[config.mk]
export PLATFORM = sky130hd
export DESIGN_NAME = vga_sync_monitor_flat
export DESIGN_NICKNAME = d
export VERILOG_FILES = /design/src/rtl/vga_sync_monitor_if.sv /design/src/rtl/vga_sync_monitor.sv /design/src/flat_wrapper.sv
export SDC_FILE = /design/constraint.sdc
export NUM_CORES = 1
export LEC_CHECK = 0
export BUFFER_PORTS_ARGS = -buffer_cell sky130_fd_sc_hd__buf_4
export CORE_MARGIN = 1.5
export CORE_UTILIZATION = 56
export CTS_BUF_LIST = sky130_fd_sc_hd__clkbuf_4 sky130_fd_sc_hd__clkbuf_8
export DETAILED_ROUTE_END_ITERATION = 10
export PLACE_DENSITY = 0.79
export SETUP_SLACK_MARGIN = 0.02
export SKIP_CTS_REPAIR_TIMING = 1
export SLEW_MARGIN = 20
export SYNTH_ARGS = -nofsm -noshare
export SYNTH_HDL_FRONTEND = slang
export SYNTH_SLANG_ARGS = --single-unit
[constraint.sdc]
create_clock -name clk -period 4.65 [get_ports clk]
set_input_delay 0.6975 -clock clk [delete_from_list [all_inputs] [get_ports clk]]
set_output_delay 0.6975 -clock clk [all_outputs]
set_load 0.005 [all_outputs]
[src/rtl/vga_sync_monitor_if.sv]
// ============================================================================
// Module      : vga_sync_monitor_if
// Description : Video bundle between a VGA timing source (master) and the
//               vga_sync_monitor (slave). Carries the pixel-rate enable,
//               active-low syncs and 4:4:4 colour towards the monitor and the
//               recovered coordinates, measurements and status back.
//               frame_checksum exists only when VGA_SYNC_MONITOR_CHECKSUM_EN
//               is defined.
// Revision    : 1.0 - initial release
// ============================================================================
`default_nettype none

interface vga_sync_monitor_if;
    // source -> monitor
    logic        pixel_en;
    logic        h_sync_in;
    logic        v_sync_in;
    logic [3:0]  red_in;
    logic [3:0]  green_in;
    logic [3:0]  blue_in;
    // monitor -> consumer
    logic [11:0] h_position;
    logic [10:0] v_position;
    logic        pixel_valid;
    logic [3:0]  red_out;
    logic [3:0]  green_out;
    logic [3:0]  blue_out;
    logic        frame_start;
    logic [11:0] line_length;
    logic [10:0] frame_lines;
    logic        locked;
    logic        timing_error;
`ifdef VGA_SYNC_MONITOR_CHECKSUM_EN
    logic [15:0] frame_checksum;
`endif

    modport master (
        output pixel_en, h_sync_in, v_sync_in, red_in, green_in, blue_in,
`ifdef VGA_SYNC_MONITOR_CHECKSUM_EN
        input  frame_checksum,
`endif
        input  h_position, v_position, pixel_valid, red_out, green_out,
               blue_out, frame_start, line_length, frame_lines, locked,
               timing_error
    );

    modport slave (
        input  pixel_en, h_sync_in, v_sync_in, red_in, green_in, blue_in,
`ifdef VGA_SYNC_MONITOR_CHECKSUM_EN
        output frame_checksum,
`endif
        output h_position, v_position, pixel_valid, red_out, green_out,
               blue_out, frame_start, line_length, frame_lines, locked,
               timing_error
    );
endinterface

`default_nettype wire

[src/rtl/vga_sync_monitor.sv]
// ============================================================================
// Module      : vga_sync_monitor
// Description : Receive-side VGA timing checker. Samples h/v sync and RGB on
//               each pixel_en tick, recovers the active pixel coordinates,
//               measures line length and frame height and declares lock after
//               LOCK_FRAMES consecutive conforming frames.
// Ports       : clk   - system clock
//               reset - synchronous, active-high
//               vid   - vga_sync_monitor_if.slave (pixel_en, syncs, RGB in;
//                       position, pixel_valid, RGB out, frame_start,
//                       line_length, frame_lines, locked, timing_error)
// Options     : VGA_SYNC_MONITOR_CHECKSUM_EN adds vid.frame_checksum, the
//               16-bit sum of active-window RGB over the previous frame.
// Revision    : 1.0 - initial release
// ============================================================================
`default_nettype none

module vga_sync_monitor #(
    parameter int H_DISPLAY_INTERVAL = 640,
    parameter int H_FRONT_PORCH      = 16,
    parameter int H_SYNC             = 96,
    parameter int H_BACK_PORCH       = 48,
    parameter int V_DISPLAY_INTERVAL = 480,
    parameter int V_FRONT_PORCH      = 10,
    parameter int V_SYNC             = 2,
    parameter int V_BACK_PORCH       = 33,
    parameter int LOCK_FRAMES        = 2
) (
    input  logic              clk,
    input  logic              reset,
    vga_sync_monitor_if.slave vid
);
    localparam logic [11:0] C_H_TOTAL = 12'(H_DISPLAY_INTERVAL + H_FRONT_PORCH + H_SYNC + H_BACK_PORCH);
    localparam logic [10:0] C_V_TOTAL = 11'(V_DISPLAY_INTERVAL + V_FRONT_PORCH + V_SYNC + V_BACK_PORCH);
    localparam logic [11:0] C_H_START = 12'(H_SYNC + H_BACK_PORCH);
    localparam logic [11:0] C_H_END   = 12'(H_SYNC + H_BACK_PORCH + H_DISPLAY_INTERVAL);
    localparam logic [10:0] C_V_START = 11'(V_SYNC + V_BACK_PORCH);
    localparam logic [10:0] C_V_END   = 11'(V_SYNC + V_BACK_PORCH + V_DISPLAY_INTERVAL);
    localparam logic [11:0] C_H_MAX   = 12'hFFF;
    localparam logic [10:0] C_V_MAX   = 11'h7FF;
    localparam logic [3:0]  C_LOCK_N  = 4'(LOCK_FRAMES);

    typedef enum logic [1:0] {
        ST_SEARCH = 2'd0,
        ST_TRACK  = 2'd1,
        ST_LOCKED = 2'd2
    } state_t;

    state_t      state_q, state_d;
    logic [3:0]  good_q, good_d;
    logic        hs_prev_q, vs_prev_q;
    logic [11:0] h_cnt_q, h_cnt_d;
    logic [10:0] v_cnt_q, v_cnt_d;
    logic        line_seen_q, line_seen_d;
    logic        frame_err_q, frame_err_d;
    logic [11:0] h_pos_q, h_pos_d, line_len_q, line_len_d;
    logic [10:0] v_pos_q, v_pos_d, frame_lines_q, frame_lines_d;
    logic        valid_q, valid_d, fstart_q, terr_q, terr_d, locked_q, locked_d;
    logic [11:0] rgb_q, rgb_d;

    logic        h_fall, v_fall, line_err, sync_lost, h_act, v_act;
    logic [11:0] h_meas;
    logic [10:0] v_meas;

    // Edges compare the previous registered sample with the live input, so
    // every event is seen on the pixel_en tick that carries the new level.
    assign h_fall = hs_prev_q & ~vid.h_sync_in;
    assign v_fall = vs_prev_q & ~vid.v_sync_in;

    assign h_meas   = (h_cnt_q == C_H_MAX) ? C_H_MAX : h_cnt_q + 12'd1;
    assign v_meas   = (h_fall && v_cnt_q != C_V_MAX) ? v_cnt_q + 11'd1 : v_cnt_q;
    assign line_err = h_fall & line_seen_q & (h_meas != C_H_TOTAL);

    always_comb begin
        h_cnt_d = h_fall ? 12'd0 : h_meas;
        v_cnt_d = v_cnt_q;
        if (v_fall)                         v_cnt_d = 11'd0;   // v_sync wins a tie
        else if (h_fall && v_cnt_q != C_V_MAX) v_cnt_d = v_cnt_q + 11'd1;
    end

    // Saturated counter means no line start for 4095 ticks.
    assign sync_lost = ~h_fall & (h_cnt_d == C_H_MAX);
    assign h_act     = (h_cnt_d >= C_H_START) && (h_cnt_d < C_H_END);
    assign v_act     = (v_cnt_d >= C_V_START) && (v_cnt_d < C_V_END);

    // Lock FSM: next state and the timing_error strobe.
    always_comb begin
        state_d = state_q;
        good_d  = good_q;
        terr_d  = 1'b0;
        case (state_q)
            ST_SEARCH: begin
                if (v_fall) begin
                    state_d = ST_TRACK;
                    good_d  = 4'd0;
                end
            end
            ST_TRACK: begin
                if (v_fall) begin
                    // a line error closing the last line still spoils the frame
                    if (v_meas == C_V_TOTAL && !(frame_err_q | line_err)) begin
                        good_d = good_q + 4'd1;
                        if (good_q + 4'd1 == C_LOCK_N) state_d = ST_LOCKED;
                    end else begin
                        good_d = 4'd0;
                    end
                end
            end
            ST_LOCKED: begin
                if (line_err || (v_fall && v_meas != C_V_TOTAL)) begin
                    terr_d  = 1'b1;
                    state_d = ST_TRACK;
                    good_d  = 4'd0;
                end
            end
            default: begin
                state_d = ST_SEARCH;
                good_d  = 4'd0;
            end
        endcase
        if (sync_lost) begin
            state_d = ST_SEARCH;
            good_d  = 4'd0;
            terr_d  = (state_q == ST_LOCKED);
        end
    end

    always_comb begin
        line_seen_d   = sync_lost ? 1'b0 : (line_seen_q | h_fall);
        frame_err_d   = v_fall ? 1'b0 : (frame_err_q | line_err);
        line_len_d    = (h_fall && line_seen_q) ? h_meas : line_len_q;
        frame_lines_d = v_fall ? v_meas : frame_lines_q;
        locked_d      = (state_d == ST_LOCKED);
        valid_d       = locked_d & h_act & v_act;
        rgb_d         = valid_d ? {vid.red_in, vid.green_in, vid.blue_in} : 12'd0;
        h_pos_d       = h_act ? h_cnt_d - C_H_START : h_pos_q;
        v_pos_d       = v_act ? v_cnt_d - C_V_START : v_pos_q;
    end

    always_ff @(posedge clk) begin
        if (reset) begin
            state_q <= ST_SEARCH;
            good_q  <= 4'd0;
        end else if (vid.pixel_en) begin
            state_q <= state_d;
            good_q  <= good_d;
        end
    end

    always_ff @(posedge clk) begin
        if (reset) begin
            hs_prev_q     <= 1'b0;
            vs_prev_q     <= 1'b0;
            h_cnt_q       <= 12'd0;
            v_cnt_q       <= 11'd0;
            line_seen_q   <= 1'b0;
            frame_err_q   <= 1'b0;
            h_pos_q       <= 12'd0;
            v_pos_q       <= 11'd0;
            line_len_q    <= 12'd0;
            frame_lines_q <= 11'd0;
            valid_q       <= 1'b0;
            fstart_q      <= 1'b0;
            terr_q        <= 1'b0;
            locked_q      <= 1'b0;
            rgb_q         <= 12'd0;
        end else if (vid.pixel_en) begin
            hs_prev_q     <= vid.h_sync_in;
            vs_prev_q     <= vid.v_sync_in;
            h_cnt_q       <= h_cnt_d;
            v_cnt_q       <= v_cnt_d;
            line_seen_q   <= line_seen_d;
            frame_err_q   <= frame_err_d;
            h_pos_q       <= h_pos_d;
            v_pos_q       <= v_pos_d;
            line_len_q    <= line_len_d;
            frame_lines_q <= frame_lines_d;
            valid_q       <= valid_d;
            fstart_q      <= v_fall;
            terr_q        <= terr_d;
            locked_q      <= locked_d;
            rgb_q         <= rgb_d;
        end
    end

    assign vid.h_position   = h_pos_q;
    assign vid.v_position   = v_pos_q;
    assign vid.pixel_valid  = valid_q;
    assign vid.red_out      = rgb_q[11:8];
    assign vid.green_out    = rgb_q[7:4];
    assign vid.blue_out     = rgb_q[3:0];
    assign vid.frame_start  = fstart_q;
    assign vid.line_length  = line_len_q;
    assign vid.frame_lines  = frame_lines_q;
    assign vid.locked       = locked_q;
    assign vid.timing_error = terr_q;

`ifdef VGA_SYNC_MONITOR_CHECKSUM_EN
    logic [15:0] sum_q, sum_d, cksum_q, cksum_d;

    // The v_sync-fall tick closes the frame: its own pixel is not summed.
    always_comb begin
        sum_d   = sum_q;
        cksum_d = cksum_q;
        if (v_fall) begin
            cksum_d = sum_q;
            sum_d   = 16'd0;
        end else if (h_act && v_act) begin
            sum_d = sum_q + {4'd0, vid.red_in, vid.green_in, vid.blue_in};
        end
    end

    always_ff @(posedge clk) begin
        if (reset) begin
            sum_q   <= 16'd0;
            cksum_q <= 16'd0;
        end else if (vid.pixel_en) begin
            sum_q   <= sum_d;
            cksum_q <= cksum_d;
        end
    end

    assign vid.frame_checksum = cksum_q;
`endif

endmodule

`default_nettype wire

[src/flat_wrapper.sv]
// flat-port wrapper written by rule: the top's interface ports become plain ports
module vga_sync_monitor_flat 
#(
    parameter int H_DISPLAY_INTERVAL = 640,
    parameter int H_FRONT_PORCH      = 16,
    parameter int H_SYNC             = 96,
    parameter int H_BACK_PORCH       = 48,
    parameter int V_DISPLAY_INTERVAL = 480,
    parameter int V_FRONT_PORCH      = 10,
    parameter int V_SYNC             = 2,
    parameter int V_BACK_PORCH       = 33,
    parameter int LOCK_FRAMES        = 2
)
  (clk, reset, vid_pixel_en, vid_h_sync_in, vid_v_sync_in, vid_red_in, vid_green_in, vid_blue_in, vid_h_position, vid_v_position, vid_pixel_valid, vid_red_out, vid_green_out, vid_blue_out, vid_frame_start, vid_line_length, vid_frame_lines, vid_locked, vid_timing_error);
  vga_sync_monitor_if vid_i ();
  input  logic clk;
  input  logic reset;
  input wire logic [$bits(vid_i.pixel_en)-1:0] vid_pixel_en;
  input wire logic [$bits(vid_i.h_sync_in)-1:0] vid_h_sync_in;
  input wire logic [$bits(vid_i.v_sync_in)-1:0] vid_v_sync_in;
  input wire logic [$bits(vid_i.red_in)-1:0] vid_red_in;
  input wire logic [$bits(vid_i.green_in)-1:0] vid_green_in;
  input wire logic [$bits(vid_i.blue_in)-1:0] vid_blue_in;
  output wire logic [$bits(vid_i.h_position)-1:0] vid_h_position;
  output wire logic [$bits(vid_i.v_position)-1:0] vid_v_position;
  output wire logic [$bits(vid_i.pixel_valid)-1:0] vid_pixel_valid;
  output wire logic [$bits(vid_i.red_out)-1:0] vid_red_out;
  output wire logic [$bits(vid_i.green_out)-1:0] vid_green_out;
  output wire logic [$bits(vid_i.blue_out)-1:0] vid_blue_out;
  output wire logic [$bits(vid_i.frame_start)-1:0] vid_frame_start;
  output wire logic [$bits(vid_i.line_length)-1:0] vid_line_length;
  output wire logic [$bits(vid_i.frame_lines)-1:0] vid_frame_lines;
  output wire logic [$bits(vid_i.locked)-1:0] vid_locked;
  output wire logic [$bits(vid_i.timing_error)-1:0] vid_timing_error;
  assign vid_i.pixel_en = vid_pixel_en;
  assign vid_i.h_sync_in = vid_h_sync_in;
  assign vid_i.v_sync_in = vid_v_sync_in;
  assign vid_i.red_in = vid_red_in;
  assign vid_i.green_in = vid_green_in;
  assign vid_i.blue_in = vid_blue_in;
  assign vid_h_position = vid_i.h_position;
  assign vid_v_position = vid_i.v_position;
  assign vid_pixel_valid = vid_i.pixel_valid;
  assign vid_red_out = vid_i.red_out;
  assign vid_green_out = vid_i.green_out;
  assign vid_blue_out = vid_i.blue_out;
  assign vid_frame_start = vid_i.frame_start;
  assign vid_line_length = vid_i.line_length;
  assign vid_frame_lines = vid_i.frame_lines;
  assign vid_locked = vid_i.locked;
  assign vid_timing_error = vid_i.timing_error;
  vga_sync_monitor #(.H_DISPLAY_INTERVAL(H_DISPLAY_INTERVAL), .H_FRONT_PORCH(H_FRONT_PORCH), .H_SYNC(H_SYNC), .H_BACK_PORCH(H_BACK_PORCH), .V_DISPLAY_INTERVAL(V_DISPLAY_INTERVAL), .V_FRONT_PORCH(V_FRONT_PORCH), .V_SYNC(V_SYNC), .V_BACK_PORCH(V_BACK_PORCH), .LOCK_FRAMES(LOCK_FRAMES)) u_core (.clk(clk), .reset(reset), .vid(vid_i));
endmodule
# == Word level (Yosys, flattened, before mapping) ==
# Index checks and enable logic that the tools add are counted.
# W data, S select, Z words.
# op_classes
add_sub_neg,5
magnitude_cmp,4
n_eq_ne,13
n_mux,23
bitwise,12
reduce_logical,14
# op_table
op,n
$mux W12,3
$eq A12 B12 Y1 const B,2
$mux W11,2
$mux W4,5
$add A12 B1 Y12 const B,1
$ge A12 B8 Y1 const B,1
$lt A12 B10 Y1 const B,1
$mux W2,6
$ne A12 B10 Y1 const B,1
$pmux W4 S3,1
$sub A12 B8 Y12 const B,1
$add A11 B1 Y11 const B,1
$eq A11 B10 Y1 const B,1
$ge A11 B6 Y1 const B,1
$lt A11 B10 Y1 const B,1
$ne A11 B10 Y1 const B,1
$ne A11 B11 Y1 const B,1
$sub A11 B6 Y11 const B,1
$ne A3 B1 Y1 const B,3
$reduce_and A2 Y1,4
$and A1 B1 Y1,7
$logic_and A1 B1 Y1,6
$pmux W2 S3,1
$mux W1,5
other kinds (10),14
# word_totals
reg_bits,95

# == Logic depth before layout (Yosys ltp) ==
# depth
ltp_word,15
mapped_depth,19

# == Least setup slack after synthesis ==
# Ideal clock, no wire load.
# synth_timing
kind,register -> register
startpoint,register u_core.h_cnt_q[1]
endpoint,register u_core.h_pos_q[11] (netlist: u_core.vid.h_position[11])
setup_time_ns,0.128
arrival_time_ns,3.622
required_time_ns,4.522
setup_slack_ns,0.900
path_stages_with_launch,20
n_path_buf,4
period_less_slack_ns,3.750
path_cell_list,dfxtp_1 ha_1 buf_4 and4_1 buf_2 nand4_1 o21ai_0 nand2_1 inv_1 ha_1 inv_1 a211oi_1 nand3_1 a31o_2 a221oi_1 o21a_1 clkbuf_1 buf_2 mux2i_1 nor2_1
# synth_between
elab_chain_cells,6
word_cells_on_any_way,9
cone_classes,add/sub (2); order compare (2); eq/ne (1); mux (2); reduce/logical (2)
# synth_lines
item,line_no,source
start: declaration,vga_sync_monitor.sv:52,"logic [11:0] h_cnt_q, h_cnt_d;"
start signal: assignment,vga_sync_monitor.sv:170,h_cnt_q <= h_cnt_d;
$add A12 B1 Y12 or $eq A12 B12 Y1 (tied branches),vga_sync_monitor.sv:70,assign h_meas = (h_cnt_q == C_H_MAX) ? C_H_MAX : h_cnt_q + 12'd1;
$mux W12 *,vga_sync_monitor.sv:70,
$mux W12 *,vga_sync_monitor.sv:75,h_cnt_d = h_fall ? 12'd0 : h_meas;
named net u_core.h_cnt_d[4],vga_sync_monitor.sv:52,
$ge A12 B8 Y1 or $lt A12 B10 Y1 (tied branches),vga_sync_monitor.sv:83,assign h_act = (h_cnt_d >= C_H_START) && (h_cnt_d < C_H_END);
$logic_and A1 B1 Y1,vga_sync_monitor.sv:83,
$reduce_and A2 Y1 (no line),--,
end signal: assignment,vga_sync_monitor.sv:174,h_pos_q <= h_pos_d;
end: declaration,vga_sync_monitor.sv:56,"logic [11:0] h_pos_q, h_pos_d, line_len_q, line_len_d;"
# Mark *: on every way through the listed nets, which the timed path passes. The rest lies on a longest branch.
# A chain may end at the register's enable or synchronous reset.

# == Worst setup path after layout ==
# layout_timing
startpoint,register u_core.h_cnt_q[0]
endpoint,register u_core.rgb_q[2]
# layout_between
word_cells_on_any_way,24
cone_classes,add/sub (1); order compare (2); eq/ne (4); mux (8); bitwise (5); reduce/logical (4)
# layout_rtl
item,line_no,source
$add A12 B1 Y12 or $eq A12 B12 Y1 (tied branches),vga_sync_monitor.sv:70,
$mux W12 *,vga_sync_monitor.sv:70,
$mux W12 *,vga_sync_monitor.sv:75,
named net u_core.h_cnt_d[4],vga_sync_monitor.sv:52,
"parallel branches: the longest is 4 deep, another holds $ge A12 B8 Y1",--,
$and A1 B1 Y1 * (2 in series),vga_sync_monitor.sv:134,valid_d = locked_d & h_act & v_act;
$mux W12 *,vga_sync_monitor.sv:135,"rgb_d = valid_d ? {vid.red_in, vid.green_in, vid.blue_in} : 12'd0;"
end signal: assignment,vga_sync_monitor.sv:182,rgb_q <= rgb_d;
end: declaration,vga_sync_monitor.sv:59,"logic [11:0] rgb_q, rgb_d;"
# Mark *: on every way through the listed nets, which the timed path passes.

==> metrics.md <==
| Metric | Value |
|---|---|
| Post-synthesis cell type with the largest combined area | sky130_fd_sc_hd__dfxtp_1 |
| Drt first-iter violations | 422 |
| Wire length per cell | 17.2 microns |
| Worst hold path depth | 2 |
| Setup slack of the critical path after layout | 0.493 ns |
| Fraction of final layout cells sized beyond drive strength 1 | 18.5% |
| Run status | complete, no violations |
| Number of enable-type register cells in the synthesized netlist | 0 |
| Leading cell type in the layout, fill and taps excluded | sky130_fd_sc_hd__dfxtp_1 |
| Starting utilization of the core area | 58.6% |
| Cell types occupying the most area after synthesis | sky130_fd_sc_hd__dfxtp_1 (37%), sky130_fd_sc_hd__nor2_1 (6.3%), sky130_fd_sc_hd__mux2i_1 (6.0%), sky130_fd_sc_hd__a21oi_1 (3.8%), sky130_fd_sc_hd__nand2_1 (3.3%) |
| Startpoint-to-endpoint class of the critical path | reg2reg |
| Total of flip-flops plus latches after synthesis | 95 |
| Minimum clock period | 4.16 ns |
| Width of the die | 99.2 microns |
| Share of flip-flops with an asynchronous set or reset | 0% |
| Number of instances in the placed design | 766 |
| Floorplan die height | 99.2 microns |
| Input/output buffers | 78 |
| Share of the cycle needed by the critical path after routing | 89.4% |
| Worst Hold Endpoint | u_core.vid.frame_lines[3]$_SDFFE_PP0P_ |
| Worst vdd rail ir drop | 0.000198 V |
| Syn Area/Cell | 8.28 sq um |
| I/O Pins | 79 |
| Num Clock Sinks | 95 |
| Via density per instance | 6.26 |
| CTS tree | built |
| Residual DRC | 0 |
| Worst Path Max Fanout | 13 |
| Std-Cell Rows | 34 |
| Vias after detailed routing | 4,886 |
| Combined global-route utilization of all metal layers | 27.3% |
| Startpoint of the worst register-to-register path | u_core.h_cnt_q[0]$_SDFFE_PP0P_ |
| Total negative slack for setup checks | 0 ns |
| Root buffer selected by CTS | sky130_fd_sc_hd__clkbuf_8 |
| Worst path required time | 4.95 ns |
| Timing-limited maximum frequency | 0.241 GHz |
| Total Power | 1.49 mW |
| Number of max-slew violations in the final report | 0 |
| Later-pin clock latency in the skew report | 0.36 ns |
| CP Capture Type | flop |
| Power per cell area | 254 nW/um^2 |
| Fill cell total of the finished layout | 772 |
| Hold crit path type | reg2reg |
| Arrival time worst endpoint | 4.46 ns |
| Worst-path clk slew | 0.10 ns |
| Most crowded layer after global routing | met1 |
| Wire length reported by the detailed router | 13,400 microns |
| Top cell type's share of synthesized area | 36.7% |
| Routability congestion estimate | 0.962 |
| Worst setup skew after layout | 0.0133 ns |
| Count of max-cap constraint violations | 0 |
| Global-route track usage on met3 | 5.27% |
| Final worst hold slack | 0.460 ns |
| Die Outline Area | 9850 sq um |
| Placed instance area | 5670 sq um |
| Count of TritonRoute iterations in the first routing pass | 5 |
| Wire length of the first global-routing pass | 22,000 microns |
| Count of nets left with antenna violations after detail routing | 0 |
| Static Leakage | 2.32 nW |
| Global routing usage on met1 | 40.3% |
| RSZ-0062 raised after global routing | no |
| Commonest cells after routing, fill and taps aside | sky130_fd_sc_hd__dfxtp_1 (95), sky130_fd_sc_hd__nor2_1 (86), sky130_fd_sc_hd__buf_4 (86), sky130_fd_sc_hd__nand2_1 (45), sky130_fd_sc_hd__a21oi_1 (39) |
| Critical register-to-register path endpoint | u_core.rgb_q[2]$_SDFFE_PP0P_ |
| Kind of start point of the critical path | flop |
| Cell count after synthesis | 626 |
| FF-to-FF path depth | 16 |
| Overflow left after global routing | 0 |
| YS warnings | 0 |
| Total half-perimeter wirelength after legalization and detailed placement | 9440 microns |
| Most instantiated flip-flop cell in the synthesis netlist | sky130_fd_sc_hd__dfxtp_1 |
| CTS H-tree lvls | 3 |
| Synthesized netlist net count | 651 |
| Number of different library cells in the post-synthesis netlist | 69 |
| Post-placement worst setup slack | 0.536 ns |
| Startpoint of the most critical hold path | u_core.vid.frame_lines[3]$_SDFFE_PP0P_ |
| NumNets Final | 694 |
| Count of final setup violators | 0 |
| Worst slew margin relative to its limit | 38.7% |
| Layout overhead on the synthesized area | 13.3% |
| Slew of the pin with the lowest slew margin | 0.917 ns |
| Post-synthesis sequential area ratio | 36.7% |
| Met2 routing resource usage after global routing | 39.3% |
| TritonCTS buffer count | 9 |
| Core Region | 8850 sq um |
| Number of global-route vias before repair | 4,459 |
| Mapped Area | 5190 sq um |
| Core occupancy in the finished layout | 66.4% |
| Number of failing hold endpoints at the final stage | 0 |
| Register-to-register setup slack | 0.49 ns |
| Worst-case clock buffer depth | 2 |
| Diode count | 0 |
| Count of placed standard cells in the final layout, fillers left out | 780 |
| Antenna violations before repair | 0 |
| Maximum number of pins on one net before global-route repair | 63 |
| Fin area | 5880 sq um |
[kinds of logic (layout without fill, tap and decap cells)]
| logic type | Yosys count | count (layout) | share of synthesized area (%) |
|---|---|---|---|
| DFF | 95 | 95 | 36.7 |
| AOI/OAI and AO/OA | 147 | 147 | 20.0 |
| muxes | 35 | 35 | 6.85 |
| xor gates and xnor gates | 16 | 16 | 2.70 |
| adders and majority gates | 8 | 8 | 1.93 |
| buffers and inverters | 69 | 115 | 6.90 |
| and+or+nand+nor | 256 | 256 | 24.9 |
[sequential cells by signal (all words and copies together) (netlist names), 2 cells and up]
register                cells
u_core.rgb_q               12
u_core.vid.frame_lines     11
u_core.vid.line_length     12
u_core.v_cnt_q             11
u_core.state_q              2
u_core.vid.v_position      11
u_core.vid.h_position      12
u_core.h_cnt_q             12
u_core.good_q               4
[worst max-delay path by stage]
stage | to | startpoint | cells after the start
detailed placement | u_core.rgb_q[4]$_SDFFE_PP0P_ | u_core.h_cnt_q[0]$_SDFFE_PP0P_ | 16
finish | u_core.rgb_q[2]$_SDFFE_PP0P_ | u_core.h_cnt_q[0]$_SDFFE_PP0P_ | 16
global placement | u_core.rgb_q[4]$_SDFFE_PP0P_ | u_core.h_cnt_q[0]$_SDFFE_PP0P_ | 16
CTS | u_core.rgb_q[4]$_SDFFE_PP0P_ | u_core.h_cnt_q[0]$_SDFFE_PP0P_ | 16
floorplan | u_core.vid.h_position[11]$_SDFFE_PP0P_ | u_core.h_cnt_q[1]$_SDFFE_PP0P_ | 19
global route | u_core.rgb_q[2]$_SDFFE_PP0P_ | u_core.h_cnt_q[0]$_SDFFE_PP0P_ | 16
[synth_stat cells (15+ instances only)]
library cell and instances:
sky130_fd_sc_hd__nand3_1 24, sky130_fd_sc_hd__dfxtp_1 95, sky130_fd_sc_hd__nand2_1 45, sky130_fd_sc_hd__nor3_1 21, sky130_fd_sc_hd__a21oi_1 39, sky130_fd_sc_hd__nor2_1 87
sky130_fd_sc_hd__clkbuf_1 32, sky130_fd_sc_hd__inv_1 15, sky130_fd_sc_hd__mux2i_1 31, sky130_fd_sc_hd__a211oi_1 20
[critical path, stage by stage (launching register included)]
cell and delay (ns):
sky130_fd_sc_hd__dfxtp_1 0.54, sky130_fd_sc_hd__ha_1 0.38, sky130_fd_sc_hd__and4_2 0.40, sky130_fd_sc_hd__nand4_1 0.29, sky130_fd_sc_hd__o21ai_0 0.31, sky130_fd_sc_hd__nand2_1 0.15, sky130_fd_sc_hd__inv_1 0.16, sky130_fd_sc_hd__ha_1 0.16
sky130_fd_sc_hd__inv_1 0.03, sky130_fd_sc_hd__a211oi_1 0.17, sky130_fd_sc_hd__nand3_1 0.11, sky130_fd_sc_hd__a31o_2 0.26, sky130_fd_sc_hd__a221oi_1 0.33, sky130_fd_sc_hd__o211ai_1 0.22, sky130_fd_sc_hd__a211oi_2 0.23, sky130_fd_sc_hd__buf_4 0.21
sky130_fd_sc_hd__a22o_1 0.14
[per-layer routing]
metal / part of all wire (%) / vias to the layer above
met3: 8.1 / 22
met4: 1.8 / 0
met5: 0 / -
met1: 48 / 2278
met2: 42 / 236
li1: - / 2350
[power breakdown]
part	switching, mW	total, mW	internal, mW
sequential	0.00717	0.825	0.818
clock	0.288	0.587	0.299
combinational	0.0524	0.0803	0.0278
[final cells by class]
class	count	area (sq um)	area share, %
multi-input combinational	462	2930	49.9
tap	108	135	2.30
clock buffer	9	124	2.11
inverter	15	56.3	0.958
timing repair buffer	86	646	11.0
clock inverter	5	83.8	1.43
sequential	95	1900	32.4
Note: power is estimated with default switching activity, not from simulation.
